$ cat src/rtl/async_fifo_pkg.sv
// -----------------------------------------------------------------------------
// async_fifo_pkg
// Shared definitions for the dual-clock asynchronous FIFO pointer logic.
//   ADDR_SIZE_DEF : default RAM address width (FIFO depth = 2**ADDR_SIZE_DEF)
//   PTR_W         : pointer width for the default build (one extra lap bit)
//   CONV_W        : working width of the Gray/binary helper functions
//   bin2gray()    : binary -> reflected Gray code
//   gray2bin()    : reflected Gray code -> binary (XOR prefix from the MSB)
// Both helpers accept any pointer width up to CONV_W bits. The caller
// zero-extends the value into the function and truncates the result back.
// Leading zeros are neutral for both conversions.
// -----------------------------------------------------------------------------
package async_fifo_pkg;

    localparam int unsigned ADDR_SIZE_DEF = 8;
    localparam int unsigned PTR_W         = ADDR_SIZE_DEF + 1;
    localparam int unsigned CONV_W        = 32;

    function automatic logic [CONV_W-1:0] bin2gray(input logic [CONV_W-1:0] bin);
        return bin ^ (bin >> 1);
    endfunction

    function automatic logic [CONV_W-1:0] gray2bin(input logic [CONV_W-1:0] gray);
        logic [CONV_W-1:0] bin;
        bin[CONV_W-1] = gray[CONV_W-1];
        for (int unsigned i = CONV_W - 1; i > 0; i--) begin
            bin[i-1] = bin[i] ^ gray[i-1];
        end
        return bin;
    endfunction

endpackage

$ cat src/rtl/gray2bin.sv
// -----------------------------------------------------------------------------
// gray2bin
// Purely combinational Gray-to-binary converter of width W. Each binary bit
// is the XOR of all Gray bits at or above it. This module is shared by the
// read-side empty/level logic and the write-side full/level logic.
// Ports:
//   gray : input  [W-1:0]  Gray-coded pointer
//   bin  : output [W-1:0]  equivalent binary pointer
// -----------------------------------------------------------------------------
module gray2bin
    import async_fifo_pkg::*;
#(
    parameter int unsigned W = PTR_W
) (
    input  logic [W-1:0] gray,
    output logic [W-1:0] bin
);

    always_comb begin
        bin      = '0;
        bin[W-1] = gray[W-1];
        for (int unsigned i = W - 1; i > 0; i--) begin
            bin[i-1] = bin[i] ^ gray[i-1];
        end
    end

endmodule

$ cat src/rtl/fifo_rd_ctrl.sv
// -----------------------------------------------------------------------------
// fifo_rd_ctrl
// Read-side pointer and status controller of the dual-clock asynchronous FIFO
// (rclk domain). Keeps the binary read pointer and publishes its Gray form for
// the write-domain synchronizer. It derives empty, almost-empty and the fill
// level from the synchronized Gray write pointer.
//
// Parameters:
//   ADDR_SIZE : RAM address width, FIFO depth = 2**ADDR_SIZE
//   AE_THRESH : ralmost_empty asserts when the fill level is <= AE_THRESH
//
// Ports:
//   rclk          : in   read-domain clock
//   rrst_n        : in   asynchronous active-low reset
//   rinc          : in   read request (pop only when the FIFO is not empty)
//   rq2_wptr      : in   [ADDR_SIZE:0] Gray write pointer, synchronized into rclk
//   raddr         : out  [ADDR_SIZE-1:0] binary RAM read address
//   rptr          : out  [ADDR_SIZE:0] registered Gray read pointer
//   rempty        : out  FIFO empty (registered)
//   ralmost_empty : out  fill level <= AE_THRESH (registered)
//   rlevel        : out  [ADDR_SIZE:0] registered fill level (0 .. 2**ADDR_SIZE)
//
// Optional feature, macro FIFO_RD_UNDERFLOW_EN:
//   rerr_clr      : in   clears the sticky underflow flag
//   runderflow    : out  sticky flag, set by any rinc while rempty is high.
//                        A set in the same cycle as rerr_clr takes priority.
//
// The write pointer arrives at least two rclk cycles late. Empty and level
// can therefore only under-report occupancy, which is safe on the read side.
// -----------------------------------------------------------------------------
module fifo_rd_ctrl
    import async_fifo_pkg::*;
#(
    parameter int unsigned ADDR_SIZE = ADDR_SIZE_DEF,
    parameter int unsigned AE_THRESH = 4
) (
    input  logic                 rclk,
    input  logic                 rrst_n,
    input  logic                 rinc,
    input  logic [ADDR_SIZE:0]   rq2_wptr,
`ifdef FIFO_RD_UNDERFLOW_EN
    input  logic                 rerr_clr,
    output logic                 runderflow,
`endif
    output logic [ADDR_SIZE-1:0] raddr,
    output logic [ADDR_SIZE:0]   rptr,
    output logic                 rempty,
    output logic                 ralmost_empty,
    output logic [ADDR_SIZE:0]   rlevel
);

    localparam int unsigned W = ADDR_SIZE + 1;

    logic [W-1:0] rbin;
    logic [W-1:0] rbin_next;
    logic [W-1:0] rgray_next;
    logic [W-1:0] wbin_s;
    logic [W-1:0] level_next;
    logic         rpop;
    logic         rempty_next;
    logic         ralmost_empty_next;

    gray2bin #(
        .W (W)
    ) u_wptr_g2b (
        .gray (rq2_wptr),
        .bin  (wbin_s)
    );

    // All status is computed from the next-state pointer. The pop that drains
    // the last entry therefore raises rempty on the same edge, with no bubble.
    // The modulo-2**W difference keeps the level correct across pointer wrap.
    always_comb begin
        rpop               = rinc & ~rempty;
        rbin_next          = rbin + W'(rpop);
        rgray_next         = W'(bin2gray(CONV_W'(rbin_next)));
        level_next         = wbin_s - rbin_next;
        rempty_next        = (rgray_next == rq2_wptr);
        ralmost_empty_next = (level_next <= W'(AE_THRESH));
    end

    always_ff @(posedge rclk or negedge rrst_n) begin
        if (!rrst_n) begin
            rbin          <= '0;
            rptr          <= '0;
            rempty        <= 1'b1;
            ralmost_empty <= 1'b1;
            rlevel        <= '0;
        end else begin
            rbin          <= rbin_next;
            rptr          <= rgray_next;
            rempty        <= rempty_next;
            ralmost_empty <= ralmost_empty_next;
            rlevel        <= level_next;
        end
    end

    // RAM address comes straight from the register, so there is no
    // combinational path from rinc to the RAM.
    assign raddr = rbin[ADDR_SIZE-1:0];

`ifdef FIFO_RD_UNDERFLOW_EN
    always_ff @(posedge rclk or negedge rrst_n) begin
        if (!rrst_n) begin
            runderflow <= 1'b0;
        end else if (rinc && rempty) begin
            runderflow <= 1'b1;
        end else if (rerr_clr) begin
            runderflow <= 1'b0;
        end
    end
`endif

endmodule

$ cat config.mk
export PLATFORM = sky130hd
export DESIGN_NAME = fifo_rd_ctrl
export DESIGN_NICKNAME = d
export VERILOG_FILES = /design/src/rtl/async_fifo_pkg.sv /design/src/rtl/gray2bin.sv /design/src/rtl/fifo_rd_ctrl.sv
export SDC_FILE = /design/constraint.sdc
export NUM_CORES = 1
export LEC_CHECK = 0
export ABC_AREA = 1
export CAP_MARGIN = 40
export CORE_MARGIN = 2
export CORE_UTILIZATION = 45
export CTS_CLUSTER_DIAMETER = 80
export CTS_CLUSTER_SIZE = 25
export DETAILED_ROUTE_END_ITERATION = 7
export PLACE_DENSITY = 0.83
export SLEW_MARGIN = 20
export SYNTH_ARGS = -nofsm -noshare
export SYNTH_HDL_FRONTEND = slang
export SYNTH_SLANG_ARGS = --single-unit
$ cat constraint.sdc
create_clock -name rclk -period 3.35 [get_ports rclk]
set_input_delay 0.67 -clock rclk [delete_from_list [all_inputs] [get_ports rclk]]
set_output_delay 0.67 -clock rclk [all_outputs]
set_load 0.02 [all_outputs]
Word-level counts from Yosys, hierarchy flattened
Index checks and enable logic that the tools add are counted.
Word-level totals
  flip-flop bits (word level): 29
  input port bits: 12
  output and inout bits: 28
  word-level logic and storage cells: 20
Operators by class
  $add $sub $neg: 2
  magnitude comparators: 1
  eq/ne operators: 1
  bitwise gates (word level): 11
Operators with widths (number)
  $add 9x1->9: 1
  $eq 9x9->1: 1
  $le 9x3->1 const B: 1
  $sub 9x9->9: 1
  $xor 9x8->9: 1
  $xor 1x1->1: 8
  $and 1x1->1: 1
  $not 1->1: 1

Longest topological paths before layout
Gate-level depths: netlist (run 1).
  depth in word-level cells: 10
  depth in mapped cells: 26
  depth with buffers taken out: 26

Hierarchy
A second synthesis (run 1) with hierarchy kept.
Second synthesis, totals
  cells, all modules: 269
  area, all modules: 2087.0 µm²
By module, submodules not included
  fifo_rd_ctrl: instances 1, cells each 222, area each 1790.5 µm², seq. area each 703.2 µm²
  gray2bin: instances 1, cells each 47, area each 296.5 µm², seq. area each 0.0 µm²

Least setup slack after synthesis (run 1)
OpenSTA, ideal clock, no wires.
  kind: input port to flip-flop
  start point: input port rq2_wptr[8]
  end point: register ralmost_empty
  setup time: 0.067 ns
  data arrival time: 3.096 ns
  required time: 3.283 ns
  slack: 0.186 ns
  stages: 22
  buffers on the path: 0
  cells stage by stage: inv_1 -> nand2_1 -> nand3_2 -> nand2_1 -> nand2_1 -> nand3_2 -> nand2_2 -> nand2_1 -> nand2_1 -> nand2_2 -> nand3_1 -> nand3_1 -> nand2_1 -> ha_1 -> inv_1 -> fa_1 -> xor2_1 -> o21a_1 -> or3_1 -> nor2_1 -> nand3_1 -> nor2_1
Between the ends
  word-level cells in the longest chain between the ends: 10
RTL lines
  from (decl): RTL line fifo_rd_ctrl.sv:40  | input logic [ADDR_SIZE:0] rq2_wptr,
  $xor 1x1->1 (*) (6 in series): RTL line gray2bin.sv:23  | bin[i-1] = bin[i] ^ gray[i-1];
  $xor 1x1->1 (2 in series): RTL line gray2bin.sv:23
  $sub 9x9->9 (*): RTL line fifo_rd_ctrl.sv:77  | level_next = wbin_s - rbin_next;
  named net level_next[2]: RTL line fifo_rd_ctrl.sv:58  | logic [W-1:0] level_next;
  $le 9x3->1 (*): RTL line fifo_rd_ctrl.sv:79  | ralmost_empty_next = (level_next <= W'(AE_THRESH));
  named net ralmost_empty_next: RTL line fifo_rd_ctrl.sv:61  | logic ralmost_empty_next;
  to (signal assigned): RTL line fifo_rd_ctrl.sv:93  | ralmost_empty <= ralmost_empty_next;
  to (decl): RTL line fifo_rd_ctrl.sv:48  | output logic ralmost_empty,
Mark *: on every way through the listed nets, which the timed path passes. The rest lies on a longest branch.

Worst setup path in the final report (run 1)
  start point: input port rq2_wptr[6]
  end point: register ralmost_empty
Between the ends
  word-level cells in the longest chain between the ends: 9
RTL lines (RTL line)
  $xor 1x1->1 (*) (6 in series): gray2bin.sv:23
  $xor 1x1->1: gray2bin.sv:23
  $sub 9x9->9 (*): fifo_rd_ctrl.sv:77
  named net level_next[1]: fifo_rd_ctrl.sv:58
  $le 9x3->1 (*): fifo_rd_ctrl.sv:79
  named net ralmost_empty_next: fifo_rd_ctrl.sv:61
Marks and branches as above.

==> results.json, run 1 <==
{
  "cp_num_buf_inv": 3,
  "use_met2": 0.351,
  "leakage_nw": 1.34,
  "min_from": "rbin[0]",
  "r2r-start": "rempty",
  "start_kind": "input port",
  "p_int_mw": 1.63,
  "crit_path_frequent_cell": "nand2_4",
  "start_util": 0.469,
  "p_seq_frac": 0.211,
  "whs_path_depth": 1,
  "routed_via_density": 4.89,
  "synthesis.area_um2": 1720,
  "drive_gt1_frac": 0.297,
  "htree_levels": 1,
  "irDropWorstVdd_v": 0.000662,
  "path_max_fanout": 3,
  "root_buffer": "clkbuf_8",
  "die_w_um": 65.8,
  "hpwl_um": 2910,
  "worst_slew_pin_slew_ns": 0.331,
  "synthTopCellsByArea": "dfrtp_1 38%, nand2_1 9.6%, nand3_1 8.5%",
  "nFillCells": 267,
  "wl_um": 4220,
  "reg2reg_slack_ns": 0.73,
  "clkTransAtPathRegs_ns": 0.10,
  "async_flop_share": 1.00,
  "fin_crit_sh": 0.993,
  "io_pins": 40,
  "fp-row-count": 22,
  "synth_cell_types": 25,
  "crit_start": "rq2_wptr[6]",
  "die_h_um": 65.8,
  "p_sw_frac": 0.425,
  "slowest_stage": "fa_2",
  "core_um2": 3660,
  "grt_pass1_wl_um": 6370,
  "clkLatencyLatePin_ns": 0.28,
  "antenna_found_initial": 0,
  "holdPathEnd": "rbin[0]",
  "drc": 0,
  "cp_cell_sequence": "clkdlybuf4s15_1 -> buf_6 -> nand3_1 -> nand3_2 -> nand3_2 -> nand2_4 -> nand2_4 -> nand2_4 -> nand2_4 -> nand2_2 -> nand2_1 -> nand3_1 -> nand2_1 -> ha_1 -> inv_2 -> fa_2 -> o21a_1 -> or3_1 -> nor2_1 -> nand3_1 -> nor2_1",
  "placed_cell_area_um2": 2400,
  "drt-initial-drc-count": 55,
  "final_critical_path_setup_slack_ns": 0.0236,
  "power.share.clock": 0.093,
  "timing.rr.end": "ralmost_empty",
  "yosys-top-cells-count": "44 x nand2_1, 31 x inv_1, 29 x nand3_1",
  "io_buffers": 39,
  "synth_top_area_cell": "dfrtp_1",
  "setup_viol": 0,
  "hold_ws_ns": 0.607,
  "nNetsFinal": 307,
  "grt_max_degree": 29,
  "period_minus_slack_ns": 3.33,
  "dp_slack_ns": -0.600,
  "crit_required_ns": 3.57,
  "fmax_mhz": 301,
  "rr_worst_depth": 11,
  "cap_viol_max_count": 0,
  "ys_seq_area_frac": 0.410,
  "gp_congestion": 0.868,
  "hold_buffers": 0,
  "max_slew_margin": 0.779,
  "busiest_layer": "met2",
  "p_comb_frac": 0.696,
  "dieArea_um2": 4330,
  "criticalPathCategory": "input port to flop",
  "wl_per_cell_um": 12.7,
  "num_vias": 1617,
  "first_global_vias": 1493,
  "yosysWarnings": 0,
  "fin_area_um2": 2600,
  "clkSinkCount": 28,
  "arrival_ns": 3.55,
  "ant_nets": 0,
  "hp-class": "flop to flop",
  "synth_top_flop_cell": "dfrtp_1",
  "slowest_delay_ns": 0.45,
  "power_per_cell_area_nw_per_um2": 1090,
  "outcome": "completed",
  "critical_path_cell_count": 21,
  "critical_path.top_delay_family": "simple AND/OR/NAND/NOR gates",
  "hold_viol": 0,
  "syn_nets": 228,
  "p_sw_mw": 1.21,
  "syn_avg_cell_area_um2": 8.37,
  "use_met1": 0.242,
  "met3_usage": 0.0103,
  "synth-edff-count": 0,
  "cts_tree": "built",
  "slew_violations": 0,
  "yosysMostFrequentCell": "nand2_1",
  "syn_inst": 205,
  "numCtsBuffers": 3,
  "diodes": 0,
  "gr-total-overflow": 0,
  "first_pass_iters": 4,
  "end_kind": "flop",
  "clock_path_buffers": 2,
  "clock_skew_ns": 0.00650,
  "syn_to_final_growth_pct": 51.5,
  "grt_usage": 0.192,
  "synth_top_cell_area_share": 0.379,
  "synth_seq_cells": 28
}
## per-stage QoR
step,util,instances,setup TNS [ns],power (mW)
floorplan,-,205,0,1.64
global placement,0.656,323,-1.27,2.42
detailed placement,0.656,323,-1.93,2.47
CTS,0.682,327,0,2.75
global route,0.711,331,-0.0893,3.06
finish,0.711,331,0,2.85
## registers in the layout (all words and copies together) (netlist names)
| signal | count |
|---|---|
| ralmost_empty | 1 |
| rbin | 9 |
| rempty | 1 |
| rlevel | 9 |
| rptr | 8 |
## kinds of logic after synthesis
| group | share of synthesized area |
|---|---|
| AO/OA/AOI/OAI | 0.0394 |
| buffers and inverters | 0.0751 |
| flip-flops | 0.410 |
| AND/OR/NAND/NOR | 0.277 |
| adder cells (fa/ha/maj) | 0.0845 |
| XOR/XNOR | 0.114 |
## worst max-delay path by stage
stage | to | slack, ns
after global placement | ralmost_empty | -0.49
final | ralmost_empty | 0.02
after global routing | ralmost_empty | -0.09
after floorplan | ralmost_empty | 0.19
after detailed placement | ralmost_empty | -0.60
after CTS | ralmost_empty | 0.01
## worst register-to-register path: stages (launching register included)
cell and delay [ns]:
dfstp_2 0.54, nor2_1 0.04, ha_1 0.19, ha_2 0.34, inv_1 0.11, fa_2 0.39
xor2_1 0.19, o21a_1 0.14, or3_1 0.37, nor2_1 0.09, nand3_1 0.07, nor2_1 0.11
## power groups by stage
stage / Sequential (mW) / Combinational [mW] / Clock (mW)
3_3_place_gp: 0.605 / 1.82 / 0
3_5_place_dp: 0.607 / 1.86 / 0
6_report: 0.601 / 1.98 / 0.264
4_1_cts: 0.601 / 1.89 / 0.264
2_1_floorplan: 0.805 / 0.833 / 0
5_1_grt: 0.623 / 2.16 / 0.281
## layout by cell type (no fill, tap or decap), types with 3 or more instances in the layout
cell	netlist	routed
inv_1	31	27
xor2_2	2	3
nand2_2	6	9
dfrtp_1	26	26
nor2_1	13	13
xor2_1	13	12
clkdlybuf4s50_1	0	34
buf_4	0	34
clkbuf_8	0	3
inv_2	2	6
a21oi_1	7	7
nand3_2	5	11
nand3_1	29	21
nand2_4	0	4
ha_1	10	9
nand2_1	44	37
## metal layers
layer  share of wire  routed length (um)
met4           0.014                  61
met3           0.032                 135
met5               0                   0
met2            0.52                2200
met1            0.43                1820
## cell type report
cell class / count / area (um2) / area share
Clock buffer: 3 / 41.3 / 0.0159
Timing Repair Buffer: 74 / 648 / 0.249
Inverter: 34 / 129 / 0.0495
Tap cell: 48 / 60.1 / 0.0231
Sequential cell: 28 / 703 / 0.270
Clock inverter: 1 / 30.0 / 0.0115
Multi-Input combinational cell: 143 / 990 / 0.380
## what timing repair did
action | in CTS | in global routing
setup buffers | 0 | 4
resized for setup | 17 | 23
pin swaps | 2 | 7
endpoints found under the setup margin | 3 | 4
Note: power is estimated with default switching activity, not from simulation.
==> run 2: changes to the inputs <==
--- a/config.mk
+++ b/config.mk
@@ -8,12 +8,13 @@
 export ABC_AREA = 1
 export CAP_MARGIN = 40
 export CORE_MARGIN = 2
-export CORE_UTILIZATION = 45
+export CORE_UTILIZATION = 40
 export CTS_CLUSTER_DIAMETER = 80
 export CTS_CLUSTER_SIZE = 25
 export DETAILED_ROUTE_END_ITERATION = 7
-export PLACE_DENSITY = 0.83
+export PLACE_DENSITY = 0.74
 export SLEW_MARGIN = 20
 export SYNTH_ARGS = -nofsm -noshare
 export SYNTH_HDL_FRONTEND = slang
+export SYNTH_HIERARCHICAL = 1
 export SYNTH_SLANG_ARGS = --single-unit
==> run 2 against run 1 <==
Against the previous run:
- die area up 34%
- fmax up 5.0%
- synthesized area up 22%
- via count up 14%
- final area up 9.0%
- worst setup slack better by 0.16 ns
- register-to-register slack better by 0.08 ns
- synthesized cell count up 31%
- clock skew down 0.0031 ns
- non-clock buffer count down 13
- critical endpoint unchanged
- largest cell class unchanged
- largest power group unchanged
==> results.json, run 2 <==
{
  "syn_avg_cell_area_um2": 7.76,
  "outcome": "completed",
  "setup_viol": 0,
  "syn_nets": 288,
  "arrival_ns": 3.39,
  "clkLatencyLatePin_ns": 0.27,
  "worst_slew_pin_slew_ns": 0.375,
  "criticalPathCategory": "input port to flop",
  "syn_to_final_growth_pct": 35.9,
  "synthesis.area_um2": 2090,
  "synth_top_flop_cell": "dfrtp_1",
  "final_critical_path_setup_slack_ns": 0.181,
  "hold_ws_ns": 0.601,
  "slowest_stage": "clkdlybuf4s50_1",
  "gp_congestion": 0.809,
  "grt_usage": 0.155,
  "placed_cell_area_um2": 2690,
  "yosysMostFrequentCell": "nand2_1",
  "leakage_nw": 1.49,
  "postLayoutCoreUtil": 0.559,
  "report.power.total_mw": 2.39,
  "final_cell_mix": "69 x nand2_1, 40 x inv_1, 34 x clkdlybuf4s50_1",
  "synth_cell_types": 29,
  "irDropWorstVdd_v": 0.000324,
  "hp-class": "flop to flop",
  "critical_path.top_delay_family": "simple AND/OR/NAND/NOR gates",
  "final_common_cell": "nand2_1",
  "path_max_fanout": 4,
  "fmax_mhz": 316,
  "root_buffer": "clkbuf_8",
  "cp_num_buf_inv": 4,
  "synth-edff-count": 0,
  "crit_required_ns": 3.57,
  "drc": 0,
  "max_slew_margin": 0.750,
  "synth_top_area_cell": "dfrtp_1",
  "clock_skew_ns": 0.00342,
  "first_pass_iters": 4,
  "grt_max_degree": 29,
  "top_regs": "rbin (9), rlevel (9), rptr (8)",
  "yosysWarnings": 6,
  "wl_per_cell_um": 10.7,
  "clock_path_buffers": 2,
  "period_minus_slack_ns": 3.17,
  "io_buffers": 39,
  "first_global_vias": 1807,
  "num_vias": 1840,
  "start_kind": "input port",
  "async_flop_share": 1.00,
  "fin_area_um2": 2840,
  "numCtsBuffers": 3,
  "die_w_um": 76.2,
  "ys_seq_area_frac": 0.337,
  "ant_nets": 0,
  "cp_cell_sequence": "clkdlybuf4s50_1 -> inv_1 -> nand3_4 -> nand2_2 -> nand2_1 -> nand3_2 -> nand3_1 -> nand2_1 -> inv_1 -> ha_1 -> inv_2 -> fa_1 -> or2_2 -> nand2_1 -> nand2_1 -> nor2_1 -> nand2_1 -> nor2_1 -> nand2_1 -> nor2_2",
  "drt-initial-drc-count": 61,
  "hpwl_um": 3550,
  "routed_via_density": 4.59,
  "core_um2": 5070,
  "slew_violations": 0,
  "yosys-top-cells-count": "74 x nand2_1, 43 x inv_1, 26 x dfrtp_1",
  "die_h_um": 76.2,
  "synth_seq_cells": 28,
  "synth_top_cell_area_share": 0.312,
  "use_met2": 0.279,
  "hold_buffers": 0,
  "slowest_delay_ns": 0.58,
  "nNetsFinal": 351,
  "hold_viol": 0,
  "wl_um": 4290,
  "fp-row-count": 26,
  "htree_levels": 1,
  "grt_pass1_wl_um": 7560,
  "start_util": 0.411,
  "end_kind": "flop",
  "drive_gt1_frac": 0.302,
  "antenna_found_initial": 0,
  "syn_inst": 269,
  "io_pins": 40,
  "gr-total-overflow": 0,
  "use_met1": 0.191,
  "cap_viol_max_count": 0,
  "clkTransAtPathRegs_ns": 0.09,
  "cts_tree": "built",
  "dp_slack_ns": -0.507,
  "fin_crit_sh": 0.946,
  "met3_usage": 0.0118,
  "synthTopCellsByArea": "dfrtp_1 31%, nand2_1 13%, inv_1 7.7%",
  "dieArea_um2": 5810,
  "power_per_cell_area_nw_per_um2": 841,
  "clkSinkCount": 28,
  "diodes": 0,
  "crit_path_frequent_cell": "nand2_1",
  "busiest_layer": "met2"
}
[run 2: power by group]
group          internal (mW)  switching [mW]
Combinational          0.690           0.865
Sequential             0.478          0.0891
Clock                  0.160           0.104
Total                   1.33            1.06
[run 2: what timing repair did]
action	in CTS	in global routing
pin swaps	1	6
gates resized for setup	3	26
setup buffers	1	0
endpoints found under the hold margin	0	0
setup endpoints to repair	2	3
[run 2: layout make-up]
cell class / instances / area, um2
Fill cell: 479 / 2240
Multi-Input combinational cell: 189 / 1240
Sequential cell: 28 / 703
Timing Repair Buffer: 61 / 546
Inverter: 49 / 184
Tap cell: 70 / 87.6
Clock buffer: 3 / 41.3
Clock inverter: 1 / 30.0
[run 2: cells by family after synthesis]
logic type	share of synthesized area
XOR/XNOR	0.0534
adder cells (fa/ha/maj)	0.0456
buffers and inverters	0.104
AO/OA/AOI/OAI	0.0204
AND/OR/NAND/NOR	0.440
flip-flops	0.337
[run 2: worst paths after layout]
path / cells past startpoint / endpoint / slack [ns] / startpoint
worst max-delay path: 20 / ralmost_empty / 0.18 / rq2_wptr[3]
worst min-delay path: 1 / rbin[0] / 0.60 / rbin[0]
worst max register to register: 13 / ralmost_empty / 0.81 / rempty
worst min register to register: 1 / rbin[0] / 0.60 / rbin[0]
max in group asynchronous: 2 / rempty / 2.29 / rrst_n
min in group asynchronous: 2 / rlevel[0] / 0.75 / rrst_n
[run 2: metrics by stage]
step | instances | setup TNS, ns
after floorplan | 269 | 0
final | 401 | 0
after global placement | 396 | -0.974
after global routing | 401 | -0.0265
after CTS | 401 | 0
after detailed placement | 396 | -1.72
[run 2: routing by layer]
| layer | routed length (um) | up-vias |
|---|---|---|
| met2 | 2210 | 38 |
| met5 | 0 | - |
| met4 | 119 | 0 |
| met3 | 104 | 11 |
| met1 | 1850 | 836 |
| li1 | - | 955 |
==> run 3: changes to the inputs <==
--- a/config.mk
+++ b/config.mk
@@ -12,7 +12,9 @@
 export CTS_CLUSTER_DIAMETER = 80
 export CTS_CLUSTER_SIZE = 25
 export DETAILED_ROUTE_END_ITERATION = 7
-export PLACE_DENSITY = 0.74
+export DONT_BUFFER_PORTS = 1
+export PLACE_DENSITY = 0.64
+export REMOVE_ABC_BUFFERS = 1
 export SLEW_MARGIN = 20
 export SYNTH_ARGS = -nofsm -noshare
 export SYNTH_HDL_FRONTEND = slang
==> run 3 against run 2 <==
Against the previous run:
- first-iteration DRC count fell by 39%
- final cell count fell by 15%
- global-route usage fell by 1.0 points
- utilization fell by 13 points
- sequential share of layout area rose by 7.2 points
- largest power group unchanged
- clock skew rose by 0.00060 ns
- sequential power rose by 34%
- die area did not move
- flip-flop and latch count did not move
==> results.json, run 3 (synthesized netlist as in run 2, its figures left out) <==
{
  "outcome": "completed",
  "diodes": 0,
  "power_per_cell_area_nw_per_um2": 865,
  "fmax_mhz": 338,
  "cp_num_buf_inv": 3,
  "critical_path.top_delay_family": "simple AND/OR/NAND/NOR gates",
  "core_um2": 5070,
  "arrival_ns": 3.18,
  "criticalPathCategory": "input port to flop",
  "io_buffers": 0,
  "clkSinkCount": 28,
  "crit_path_frequent_cell": "nand2_1",
  "ant_nets": 0,
  "cts_tree": "built",
  "gp_congestion": 0.778,
  "crit_start": "rq2_wptr[7]",
  "cp-endpoint": "ralmost_empty",
  "cts_resized": 0,
  "slowest_stage": "fa_1",
  "num_vias": 1589,
  "final_common_cell": "nand2_1",
  "grt_setup_unrepaired": "false",
  "grt_max_degree": 29,
  "drc": 0,
  "syn_to_final_growth_pct": 5.28,
  "slew_violations": 0,
  "first_global_vias": 1497,
  "fp-row-count": 26,
  "leakage_nw": 1.19,
  "start_util": 0.411,
  "dieArea_um2": 5810,
  "drive_gt1_frac": 0.237,
  "cap_viol_max_count": 0,
  "max_slew_margin": 0.650,
  "final_cell_mix": "74 x nand2_1, 43 x inv_1, 26 x dfrtp_1",
  "clkLatencyLatePin_ns": 0.28,
  "setup_viol": 0,
  "worst_slew_pin_slew_ns": 0.525,
  "io_pins": 40,
  "routed_via_density": 4.67,
  "postLayoutCoreUtil": 0.433,
  "crit_required_ns": 3.57,
  "end_kind": "flop",
  "path_max_fanout": 5,
  "top_regs": "rbin (9), rlevel (9), rptr (8)",
  "tns_ns": 0,
  "wl_per_cell_um": 11.5,
  "wl_um": 3910,
  "die_w_um": 76.2,
  "hp-class": "input port to async pin",
  "finalNonFillerCells": 340,
  "htree_levels": 1,
  "placed_cells": 336,
  "hpwl_um": 3340,
  "irDropWorstVdd_v": 0.000270,
  "die_h_um": 76.2,
  "fin_crit_sh": 0.883,
  "nNetsFinal": 290,
  "clock_path_buffers": 2,
  "rr_worst_depth": 13,
  "clock_skew_ns": 0.00401,
  "grt_usage": 0.144,
  "postCtsSetupBuffers": 0,
  "slowest_delay_ns": 0.43,
  "reg2reg_slack_ns": 0.68,
  "clkTransAtPathRegs_ns": 0.09,
  "r2r-start": "rempty",
  "drt-initial-drc-count": 37,
  "period_minus_slack_ns": 2.96,
  "antenna_found_initial": 0,
  "timing.rr.end": "ralmost_empty",
  "hold_buffers": 0,
  "start_kind": "input port",
  "critical_path_cell_count": 25,
  "first_pass_iters": 4,
  "hold_viol": 0,
  "grt_pass1_wl_um": 6680,
  "gr-total-overflow": 0,
  "numCtsBuffers": 3,
  "root_buffer": "clkbuf_8"
}
[run 3: metal layers]
metal / wire length [um] / GRT usage / vias to the layer above
li1: - / - / 834
met1: 1710 / 0.166 / 725
met2: 1990 / 0.265 / 25
met3: 140 / 0.0249 / 5
met4: 71 / 0.0545 / 0
met5: 0 / 0 / -
[run 3: power by group]
part	internal, mW	switching [mW]
clock	0.105	0.104
combinational	0.339	0.595
sequential	0.479	0.278
total	0.924	0.977
[run 3: layout make-up]
type / count / area (um2)
sequential: 28 / 703
clock buffer: 4 / 55.1
fill: 533 / 2880
tap: 70 / 87.6
inverter: 49 / 184
multi-input combinational: 189 / 1170
[run 3: per-stage QoR]
step	area, um2	setup WS, ns	total power, mW	hold slack (ns)
finish	2200	0.392	1.90	0.0731
global route	2200	0.122	2.08	0.0536
CTS	2200	0.377	1.93	0.0634
detailed placement	2140	0.0787	1.71	0.375
global placement	2140	0.121	1.69	0.375
floorplan	2050	0.311	1.52	0.374
[run 3: worst min-delay path by stage]
stage | slack [ns] | from | depth (start not counted) | endpoint
floorplan | 0.37 | rrst_n | 0 | rbin[0]
global placement | 0.37 | rrst_n | 0 | rptr[3]
detailed placement | 0.37 | rrst_n | 0 | rptr[3]
CTS | 0.06 | rrst_n | 0 | rptr[3]
global route | 0.05 | rrst_n | 0 | rptr[3]
finish | 0.07 | rrst_n | 0 | rptr[4]
